<file path="src/rtl/dwt_pkg.sv">
// Shared constants, FSM encoding and arithmetic helpers for the inverse 2-D Haar path.
package dwt_pkg;

  localparam int unsigned N      = 8;
  localparam int unsigned PIX_W  = 8;
  localparam int unsigned COEF_W = 10;
  localparam int unsigned IW     = COEF_W + 2;

  localparam logic signed [IW-1:0] ONE_S   = IW'(1);
  localparam logic signed [IW-1:0] PIX_MAX = IW'((1 << PIX_W) - 1);

  typedef enum logic [1:0] {IDLE, COL, ROW, DONE} state_t;

  // One inverse S-transform lifting step; returns {a, b}.
  function automatic logic [2*IW-1:0] haar_inv(input logic signed [IW-1:0] s,
                                               input logic signed [IW-1:0] d);
    logic signed [IW-1:0] r;
    logic signed [IW-1:0] a;
    logic signed [IW-1:0] b;
    r = d + ONE_S;
    a = s + (r >>> 1);
    b = a - d;
    return {a, b};
  endfunction

  // Saturate to the unsigned pixel range; returns {pixel, clipped}.
  function automatic logic [PIX_W:0] clip_pix(input logic signed [IW-1:0] v);
    if (v[IW-1]) return {PIX_W'(0), 1'b1};
    if (v > PIX_MAX) return {PIX_W'(PIX_MAX), 1'b1};
    return {v[PIX_W-1:0], 1'b0};
  endfunction

endpackage

</file>
<file path="src/rtl/haar_inv_lift.sv">
// Combinational inverse lifting step shared by the column and row passes.
module haar_inv_lift
  import dwt_pkg::*;
(
  input  logic signed [IW-1:0] s,
  input  logic signed [IW-1:0] d,
  output logic signed [IW-1:0] a,
  output logic signed [IW-1:0] b
);

  assign {a, b} = haar_inv(s, d);

endmodule

</file>
<file path="src/rtl/wavelet_2d_inv.sv">
// Inverse 2-D integer Haar for a 2xN block: column pass, then row pass, then clip.
module wavelet_2d_inv
  import dwt_pkg::*;
(
  input  logic                    clk,
  input  logic                    rst_n,
  input  logic                    in_valid,
  output logic                    in_ready,
  input  logic [N*COEF_W-1:0]     coef_row0,
  input  logic [N*COEF_W-1:0]     coef_row1,
  output logic                    out_valid,
  input  logic                    out_ready,
  output logic [N*PIX_W-1:0]      pixel_row0,
  output logic [N*PIX_W-1:0]      pixel_row1,
  output logic                    out_clip,
  output logic                    busy
);

  localparam int unsigned HALF = N / 2;
  localparam int unsigned CW   = $clog2(HALF);
  localparam int unsigned XW   = $clog2(N);

  state_t               state;
  logic [CW-1:0]        cnt;
  logic signed [IW-1:0] mid [2][N];
  logic [PIX_W-1:0]     pix [2][N];

  logic [XW-1:0]        ie, io, lo, hi;
  logic signed [IW-1:0] s0, d0, s1, d1, a0, b0, a1, b1;
  logic [PIX_W:0]       c0a, c0b, c1a, c1b;
  logic                 accept, last;

  assign in_ready = (state == IDLE) || (state == DONE && out_ready);
  assign accept   = in_valid && in_ready;
  assign last     = (cnt == CW'(HALF - 1));

  // COL feeds columns 2cnt/2cnt+1; ROW feeds pair cnt of row0 and row1.
  always_comb begin
    ie = {cnt, 1'b0};
    io = {cnt, 1'b1};
    lo = {1'b0, cnt};
    hi = {1'b1, cnt};
    if (state == ROW) begin
      s0 = mid[0][lo];
      d0 = mid[0][hi];
      s1 = mid[1][lo];
      d1 = mid[1][hi];
    end else begin
      s0 = mid[0][ie];
      d0 = mid[1][ie];
      s1 = mid[0][io];
      d1 = mid[1][io];
    end
  end

  haar_inv_lift u_lift0 (.s(s0), .d(d0), .a(a0), .b(b0));
  haar_inv_lift u_lift1 (.s(s1), .d(d1), .a(a1), .b(b1));

  assign c0a = clip_pix(a0);
  assign c0b = clip_pix(b0);
  assign c1a = clip_pix(a1);
  assign c1b = clip_pix(b1);

  always_ff @(posedge clk or negedge rst_n) begin
    if (!rst_n) begin
      state     <= IDLE;
      cnt       <= '0;
      out_valid <= 1'b0;
      out_clip  <= 1'b0;
      busy      <= 1'b0;
      for (int r = 0; r < 2; r++) begin
        for (int j = 0; j < N; j++) begin
          mid[r][j] <= '0;
          pix[r][j] <= '0;
        end
      end
    end else if (accept) begin
      for (int j = 0; j < N; j++) begin
        mid[0][j] <= IW'($signed(coef_row0[(N-1-j)*COEF_W +: COEF_W]));
        mid[1][j] <= IW'($signed(coef_row1[(N-1-j)*COEF_W +: COEF_W]));
      end
      state     <= COL;
      cnt       <= '0;
      busy      <= 1'b1;
      out_valid <= 1'b0;
      out_clip  <= 1'b0;
    end else begin
      unique case (state)
        IDLE: ;
        COL: begin
          mid[0][ie] <= a0;
          mid[1][ie] <= b0;
          mid[0][io] <= a1;
          mid[1][io] <= b1;
          cnt        <= last ? '0 : cnt + 1'b1;
          if (last) state <= ROW;
        end
        ROW: begin
          pix[0][ie] <= c0a[PIX_W:1];
          pix[0][io] <= c0b[PIX_W:1];
          pix[1][ie] <= c1a[PIX_W:1];
          pix[1][io] <= c1b[PIX_W:1];
          out_clip   <= out_clip | c0a[0] | c0b[0] | c1a[0] | c1b[0];
          cnt        <= last ? '0 : cnt + 1'b1;
          if (last) begin
            state     <= DONE;
            busy      <= 1'b0;
            out_valid <= 1'b1;
          end
        end
        DONE: begin
          if (out_ready) begin
            state     <= IDLE;
            out_valid <= 1'b0;
          end
        end
      endcase
    end
  end

  for (genvar g = 0; g < N; g++) begin : g_pack
    assign pixel_row0[(N-1-g)*PIX_W +: PIX_W] = pix[0][g];
    assign pixel_row1[(N-1-g)*PIX_W +: PIX_W] = pix[1][g];
  end

endmodule

</file>
<file path="config.mk">
export PLATFORM = sky130hd
export DESIGN_NAME = wavelet_2d_inv
export DESIGN_NICKNAME = d
export VERILOG_FILES = /design/src/rtl/dwt_pkg.sv /design/src/rtl/haar_inv_lift.sv /design/src/rtl/wavelet_2d_inv.sv
export SDC_FILE = /design/constraint.sdc
export NUM_CORES = 1
export LEC_CHECK = 0
export CAP_MARGIN = 20
export CORE_AREA = 5 5 241 243
export CTS_CLUSTER_DIAMETER = 30
export DETAILED_ROUTE_END_ITERATION = 8
export DIE_AREA = 0 0 246 248
export MAX_ROUTING_LAYER = met4
export SLEW_MARGIN = 0
export SYNTH_ARGS = -nofsm -noshare
export SYNTH_HDL_FRONTEND = slang
export SYNTH_SLANG_ARGS = --single-unit
</file>
<file path="constraint.sdc">
create_clock -name clk -period 6.1 [get_ports clk]
set_input_delay 0.915 -clock clk [delete_from_list [all_inputs] [get_ports clk]]
set_output_delay 0.915 -clock clk [all_outputs]
set_load 0.02 [all_outputs]
</file>
; ---- Word level (Yosys, flattened, before mapping)
; Index checks and enable logic that the tools add are counted.
[op_classes]
reduce_logical = 17
muxes = 91
order_cmp = 10
bitwise_logic = 9
n_eq_ne = 7
n_addsub = 7
[op_table]
columns = operator, n
row1 = $bwmux W96, 4
row2 = $mux W192, 2
row3 = $bmux W12 S3, 8
row4 = $mux W12, 22
row5 = $bwmux W64, 4
row6 = $mux W9, 16
row7 = $demux W12 S3, 2
row8 = $demux W8 S3, 2
row9 = $gt A12 B9 Y1 const B, 4
row10 = $add A12 B11 Y12, 2
row11 = $add A12 B2 Y12 const B, 2
row12 = $sub A12 B12 Y12, 2
row13 = $mux W1, 20
row14 = $ge A4 B4 Y1 const B, 4
row15 = $mux W8, 2
row16 = $mux W2, 7
row17 = $not A3 Y4, 3
row18 = $ne A3 B3 Y1 const B, 3
row19 = $lt A4 B1 Y1 const B, 2
row20 = $reduce_bool A2 Y1, 4
row21 = $eq A2 B2 Y1 const B, 3
row22 = $pmux W2 S3, 1
row23 = $logic_and A1 B1 Y1, 4
row24 = $not A2 Y4, 1
row25 = other kinds (13), 17
[word_totals]
inputBits = 164
ff_bits = 327
elab_cells = 178

; ---- Depth between registers and ports, before layout
[logic_depth]
ltp_word = 18
mapped_depth = 31
depth_no_buf = 26

; ---- By module
; From an unflattened synthesis, not the netlist that was laid out.
[hier_totals]
hier_cells = 2070
hier_area_um2 = 18973.2
[by_module_without_submodules]
columns = module, area_each_um2, cells_per_inst, seq_area_each_um2, instances
row1 = wavelet_2d_inv, 16594.7, 1747, 8182.8, 1
row2 = haar_inv_lift (u_lift1), 1223.7, 163, 0.0, 1
row3 = haar_inv_lift (u_lift0), 1154.9, 160, 0.0, 1

; ---- Worst setup path after synthesis
; OpenSTA, ideal clock, no wires.
[synth_timing]
path_kind = register -> register
start = register cnt[1]
end = register pix, in the netlist pixel_row0[32]
slack_ns = -0.687
arrival_time_ns = 6.663
path_stages_with_launch = 27
synth_period_minus_slack_ns = 6.787
path_buffers = 6
cell_sequence = dfrtp_1 > buf_2 > buf_2 > buf_2 > buf_1 > buf_1 > clkbuf_1 > mux4_2 > mux2i_1 > inv_1 > ha_1 > ha_1 > fa_1 > a21oi_1 > nor2_1 > or3_1 > xnor2_1 > inv_1 > ha_1 > or2_2 > o31a_1 > a41o_1 > a21o_1 > a21oi_1 > xnor2_2 > a21oi_1 > mux2_2
[synth_between]
elab_chain_cells = 14
word_cells_on_any_way = 47
classes_between = 3 x add/sub / 6 x order compare / 32 x mux / 4 x bitwise / 2 x reduce/logical
[synth_rtl]
columns = item, line_no
row1 = start: declaration, wavelet_2d_inv.sv:24  ; logic [CW-1:0] cnt;
row2 = start signal: assignment, wavelet_2d_inv.sv:95  ; cnt <= last ? '0 : cnt + 1'b1;
row3 = start signal: assignment, wavelet_2d_inv.sv:104  ; cnt <= last ? '0 : cnt + 1'b1;
row4 = $not A3 Y4 (on tied branches), n/a
row5 = $bmux W12 S3 (on tied branches), "wavelet_2d_inv.sv:50, wavelet_2d_inv.sv:45"
row6 = $mux W12 (on tied branches) (2 in series), "wavelet_2d_inv.sv:50, wavelet_2d_inv.sv:45"
row7 = $mux W12, wavelet_2d_inv.sv:43  ; if (state == ROW) begin
row8 = $add A12 B2 Y12, dwt_pkg.sv:20  ; r = d + ONE_S;
row9 = $add A12 B11 Y12, dwt_pkg.sv:21  ; a = s + (r >>> 1);
row10 = $sub A12 B12 Y12 / $gt A12 B9 Y1 (equally long branches), "dwt_pkg.sv:22, dwt_pkg.sv:29"
row11 = $gt A12 B9 Y1 / $mux W1 (equally long branches), dwt_pkg.sv:29  ; if (v > PIX_MAX) return {PIX_W'(PIX_MAX), 1'b1};
row12 = $mux W1, dwt_pkg.sv:29
row13 = $mux W1 / $mux W9 (equally long branches), "dwt_pkg.sv:29, dwt_pkg.sv:30"
row14 = $mux W9 (on tied branches), "dwt_pkg.sv:30, dwt_pkg.sv:29"
row15 = $mux W9 / $bwmux W64 (equally long branches), "dwt_pkg.sv:29, wavelet_2d_inv.sv:99"
row16 = $bwmux W64 (*), wavelet_2d_inv.sv:100  ; pix[0][io] <= c0b[PIX_W:1];
row17 = end signal: indexed assignment, wavelet_2d_inv.sv:100
row18 = end signal: indexed assignment, wavelet_2d_inv.sv:101  ; pix[1][ie] <= c1a[PIX_W:1];
row19 = end signal: indexed assignment, wavelet_2d_inv.sv:102  ; pix[1][io] <= c1b[PIX_W:1];
row20 = end: declaration, wavelet_2d_inv.sv:26  ; logic [PIX_W-1:0] pix [2][N];
; Every way passes the cells marked *; elsewhere a longest branch is shown, timed or not. The select of a mux whose other input is x is not followed.
; A chain may end at the register's enable or synchronous reset.

; ---- Worst setup path in the final report
[layout_timing]
start = register state[0]
end = register pix, in the netlist pixel_row1[37]
[layout_between]
elab_chain_cells = 11
word_cells_on_any_way = 29
classes_between = 3 x add/sub / 2 x order compare / 2 x eq/ne / 16 x mux / 1 x bitwise / 5 x reduce/logical
[layout_rtl]
columns = item, line_no
row1 = start: declaration, wavelet_2d_inv.sv:23  ; state_t state;
row2 = start signal: assignment, wavelet_2d_inv.sv:66  ; state <= IDLE;
row3 = start signal: assignment, wavelet_2d_inv.sv:82  ; state <= COL;
row4 = start signal: assignment, wavelet_2d_inv.sv:96  ; if (last) state <= ROW;
row5 = $eq A2 B2 Y1, "wavelet_2d_inv.sv:43, wavelet_2d_inv.sv:88"
row6 = $mux W12, wavelet_2d_inv.sv:43
row7 = $add A12 B2 Y12, dwt_pkg.sv:20
row8 = $add A12 B11 Y12, dwt_pkg.sv:21
row9 = $sub A12 B12 Y12 / $gt A12 B9 Y1 (equally long branches), "dwt_pkg.sv:22, dwt_pkg.sv:29"
row10 = $gt A12 B9 Y1 / $mux W1 (equally long branches), dwt_pkg.sv:29
row11 = $mux W1, dwt_pkg.sv:29
row12 = $mux W1 / $mux W9 (equally long branches), "dwt_pkg.sv:29, dwt_pkg.sv:30"
row13 = $mux W9 (on tied branches), "dwt_pkg.sv:30, dwt_pkg.sv:29"
row14 = $mux W9 / $bwmux W64 (equally long branches), "dwt_pkg.sv:29, wavelet_2d_inv.sv:101"
row15 = $bwmux W64, wavelet_2d_inv.sv:102
; Parallel ways exist; a longest one is shown, timed or not. The select of a mux whose other input is x is not followed.

==> flow_metrics.tcl <==
set metrics [dict create \
    status "complete, no violations" \
    maxSlewHeadroom_pct 36.7 \
    r2r-start "state[0]" \
    drt-met1-wl_mm 32.8 \
    worst_pin_slew_ns 0.949 \
    finalInstanceArea_mm2 0.0263 \
    yosysTopAreaCell "dfrtp_1" \
    crit_chain "inv_1 > ha_4 > buf_12 > mux2_2 > mux4_2 > and4bb_1 > and2_1 > xnor2_1 > ha_1 > and3_1 > a31oi_2 > a21boi_0 > o31a_1 > ha_1 > or2_2 > o31ai_1 > a31o_2 > o21bai_1 > a21oi_1 > xnor2_1 > nand3b_1 > buf_12 > nor2_1 > o31ai_1" \
    htreeDepth 3 \
    synth-xor-area-share_pct 3.00 \
    synth-simple-area-share_pct 16.0 \
    wl_met3_mm 5.62 \
    start_util_pct 34.5 \
    drtAntennaViolNets 0 \
    final_min_period_over_clock_period_pct 96.0 \
    drv_slew 0 \
    ys_seq_area_share_pct 42.5 \
    fin_crit_ns 5.85 \
    netlist_instances 2080 \
    ys_warn_count 0 \
    grt_pass1_wl_mm 111 \
    synth_edf_count 0 \
    synthToLayoutAreaGrowth_pct 36.8 \
    die_area_mm2 0.0610 \
    synth.top_cell.area_share_pct 42.5 \
    routed-wl-met2_mm 34.8 \
    io_pins 296 \
    worst_skew_pair.late_latency_ns 0.62 \
    avgSynthCellArea_um2 9.25 \
    ys_ff_latch 327 \
    multi_input_area_mm2 0.0105 \
    synth_most_common_cell "nand2_1" \
    grt_pass1_vias 17500 \
    drt-pass1-iter-count 5 \
    drive_gt1_share_pct 17.2 \
    synth_area_mm2 0.0192 \
    num_vias 17700 \
    grt.overflow.total 0 \
    dp.cells 3075 \
    crit_required_ns 6.55 \
    finalSetupViolCount 0 \
    start_kind "flip-flop" \
    synthFlopType "dfrtp_1" \
    fin_nets 2629 \
    r2r_cells 24 \
    synth.net_count 2302 \
    synthMuxAreaShare_pct 14.2 \
    hold_path_class "in2async" \
    netlist-cell-type-count 64 \
    wl_mm 75.4 \
    worstPathMaxFanout 9 \
    slowest_stage "mux4_2" \
    drt_iter0_drc 1571 \
    fmax_mhz 171 \
    wire_per_inst_um 23.3 \
    dp_hpwl_mm 55.4 \
    utilization_pct 47.2 \
    crit_type "reg2reg" \
    async_reset_ff_share_pct 100 \
    top_layer "met4" \
    cp.arrival_ns 6.31 \
    endpoint_kind "flip-flop" \
    synth_common_cells "nand2_1 (432), dfrtp_1 (327), nor2_1 (220), o21ai_0 (153), a21oi_1 (139)" \
    antenna_found_initial 4 \
    die_w_um 246 \
    cts_tree "done" \
    seq_area_mm2 0.00819 \
    vias_per_cell 5.48 \
    drc 0 \
    grt_max_degree 111 \
    cap_violations 0 \
    clk_path_buf_depth 3 \
    reg2reg_slack_ns 0.25 \
    startpoint "state[0]" \
    die_height_um 248 \
    critPathMaxStageDelay_ns 0.54 \
    numClockSinks 327 \
    core_area_mm2 0.0557 \
    stdcell_count 3229 \
    dpl-instance-area_mm2 0.0234 \
    finClkSkew_ns 0.0349 \
    hold_viol 0 \
    synth_compound_area_share_pct 16.2 \
    io_buffer_count 295 \
    placementRows 87 \
    cts_buffers 79 \
    synth_top_family_by_area "compound AO/OA/AOI/OAI gates" \
    root_buffer "clkbuf_16" \
    fillers 5327 \
    tns_ns 0 \
    grt.total_usage_pct 24.6 \
    synth_fa_ha_area_share_pct 3.93 \
    synthTopCellsByArea "dfrtp_1 (43%), nand2_1 (8.4%), mux4_2 (8.2%)" \
    cts_hold_buf 0 \
    globalplace.congestion 0.954 \
    r2r_end "pixel_row1[37]" \
    path_clk_slew_ns 0.04 \
]
[metrics by stage]
| stage | hold WS (ns) | setup slack, ns |
|---|---|---|
| CTS | 0.425 | 0.0363 |
| global route | 0.459 | -0.0312 |
| floorplan | 0.513 | 0.0151 |
| finish | 0.388 | 0.246 |
| detailed placement | 0.465 | 0.0437 |
| global placement | 0.460 | 0.150 |
[repair_timing]
item                       4_1_cts  5_1_grt
resized for setup                0       29
setup endpoints to repair        0       77
buffers inserted                 0        7
[worst max-delay path by stage]
stage | endpoint | cells past startpoint
global route | pixel_row0[35] | 24
finish | pixel_row1[37] | 24
CTS | pixel_row0[5] | 22
detailed placement | pixel_row0[52] | 22
global placement | pixel_row0[37] | 22
floorplan | pixel_row0[32] | 23
[state kept, by name (all words and copies together) (netlist names)]
| signal | count |
|---|---|
| state | 2 |
| mid | 192 |
| out_valid | 1 |
| pixel_row1 | 64 |
| cnt | 2 |
| busy | 1 |
| pixel_row0 | 64 |
| out_clip | 1 |
[cell usage in the layout (no fill, tap or decap), types with 12 or more instances in the layout]
cell type / n
buf_4: 85
clkbuf_1: 16
a31oi_1: 112
inv_1: 40
nand2_1: 422
dfrtp_1: 325
mux2_2: 58
clkbuf_16: 79
a21oi_1: 136
clkbuf_8: 13
ha_1: 53
a21o_1: 13
clkinv_2: 12
mux2i_1: 47
o31ai_1: 55
xor2_1: 18
xnor2_1: 34
o21ai_0: 152
mux4_2: 70
nor3_1: 12
clkdlybuf4s50_1: 294
nor2_1: 211
[per-layer routing]
metal	vias up	global-route usage, %
li1	8037	-
met1	8761	32.9
met2	786	38.1
met3	117	4.91
met4	0	7.83
met5	-	-
[area by class of cell]
cell class	instances	area share, %
clock inverter	35	1.94
timing repair buffer	393	14.6
tap	756	3.59
multi-input combinational	1565	39.7
inverter	41	0.599
antenna	4	0.0380
sequential	327	31.1
clock buffer	108	8.42
[worst max-delay path: cells and delay by family (launching register included)]
kind | cells | cell delay, ns
multiplexers | 2 | 0.86
AO/OA/AOI/OAI | 8 | 1.28
XOR/XNOR | 2 | 0.23
buffers and inverters | 3 | 0.47
adder cells (fa/ha/maj) | 3 | 0.94
AND/OR/NAND/NOR | 6 | 1.48
flip-flops | 1 | 0.42
[logic make-up after synthesis]
group | after synthesis
AND/OR/NAND/NOR | 741
AO/OA/AOI/OAI | 528
flip-flops | 327
buffers and inverters | 188
multiplexers | 178
XOR/XNOR | 60
adder cells (fa/ha/maj) | 58
Power is left out: the tool's default activity adds up to more than one toggle a clock period on the data nets, which glitch-free logic cannot reach.
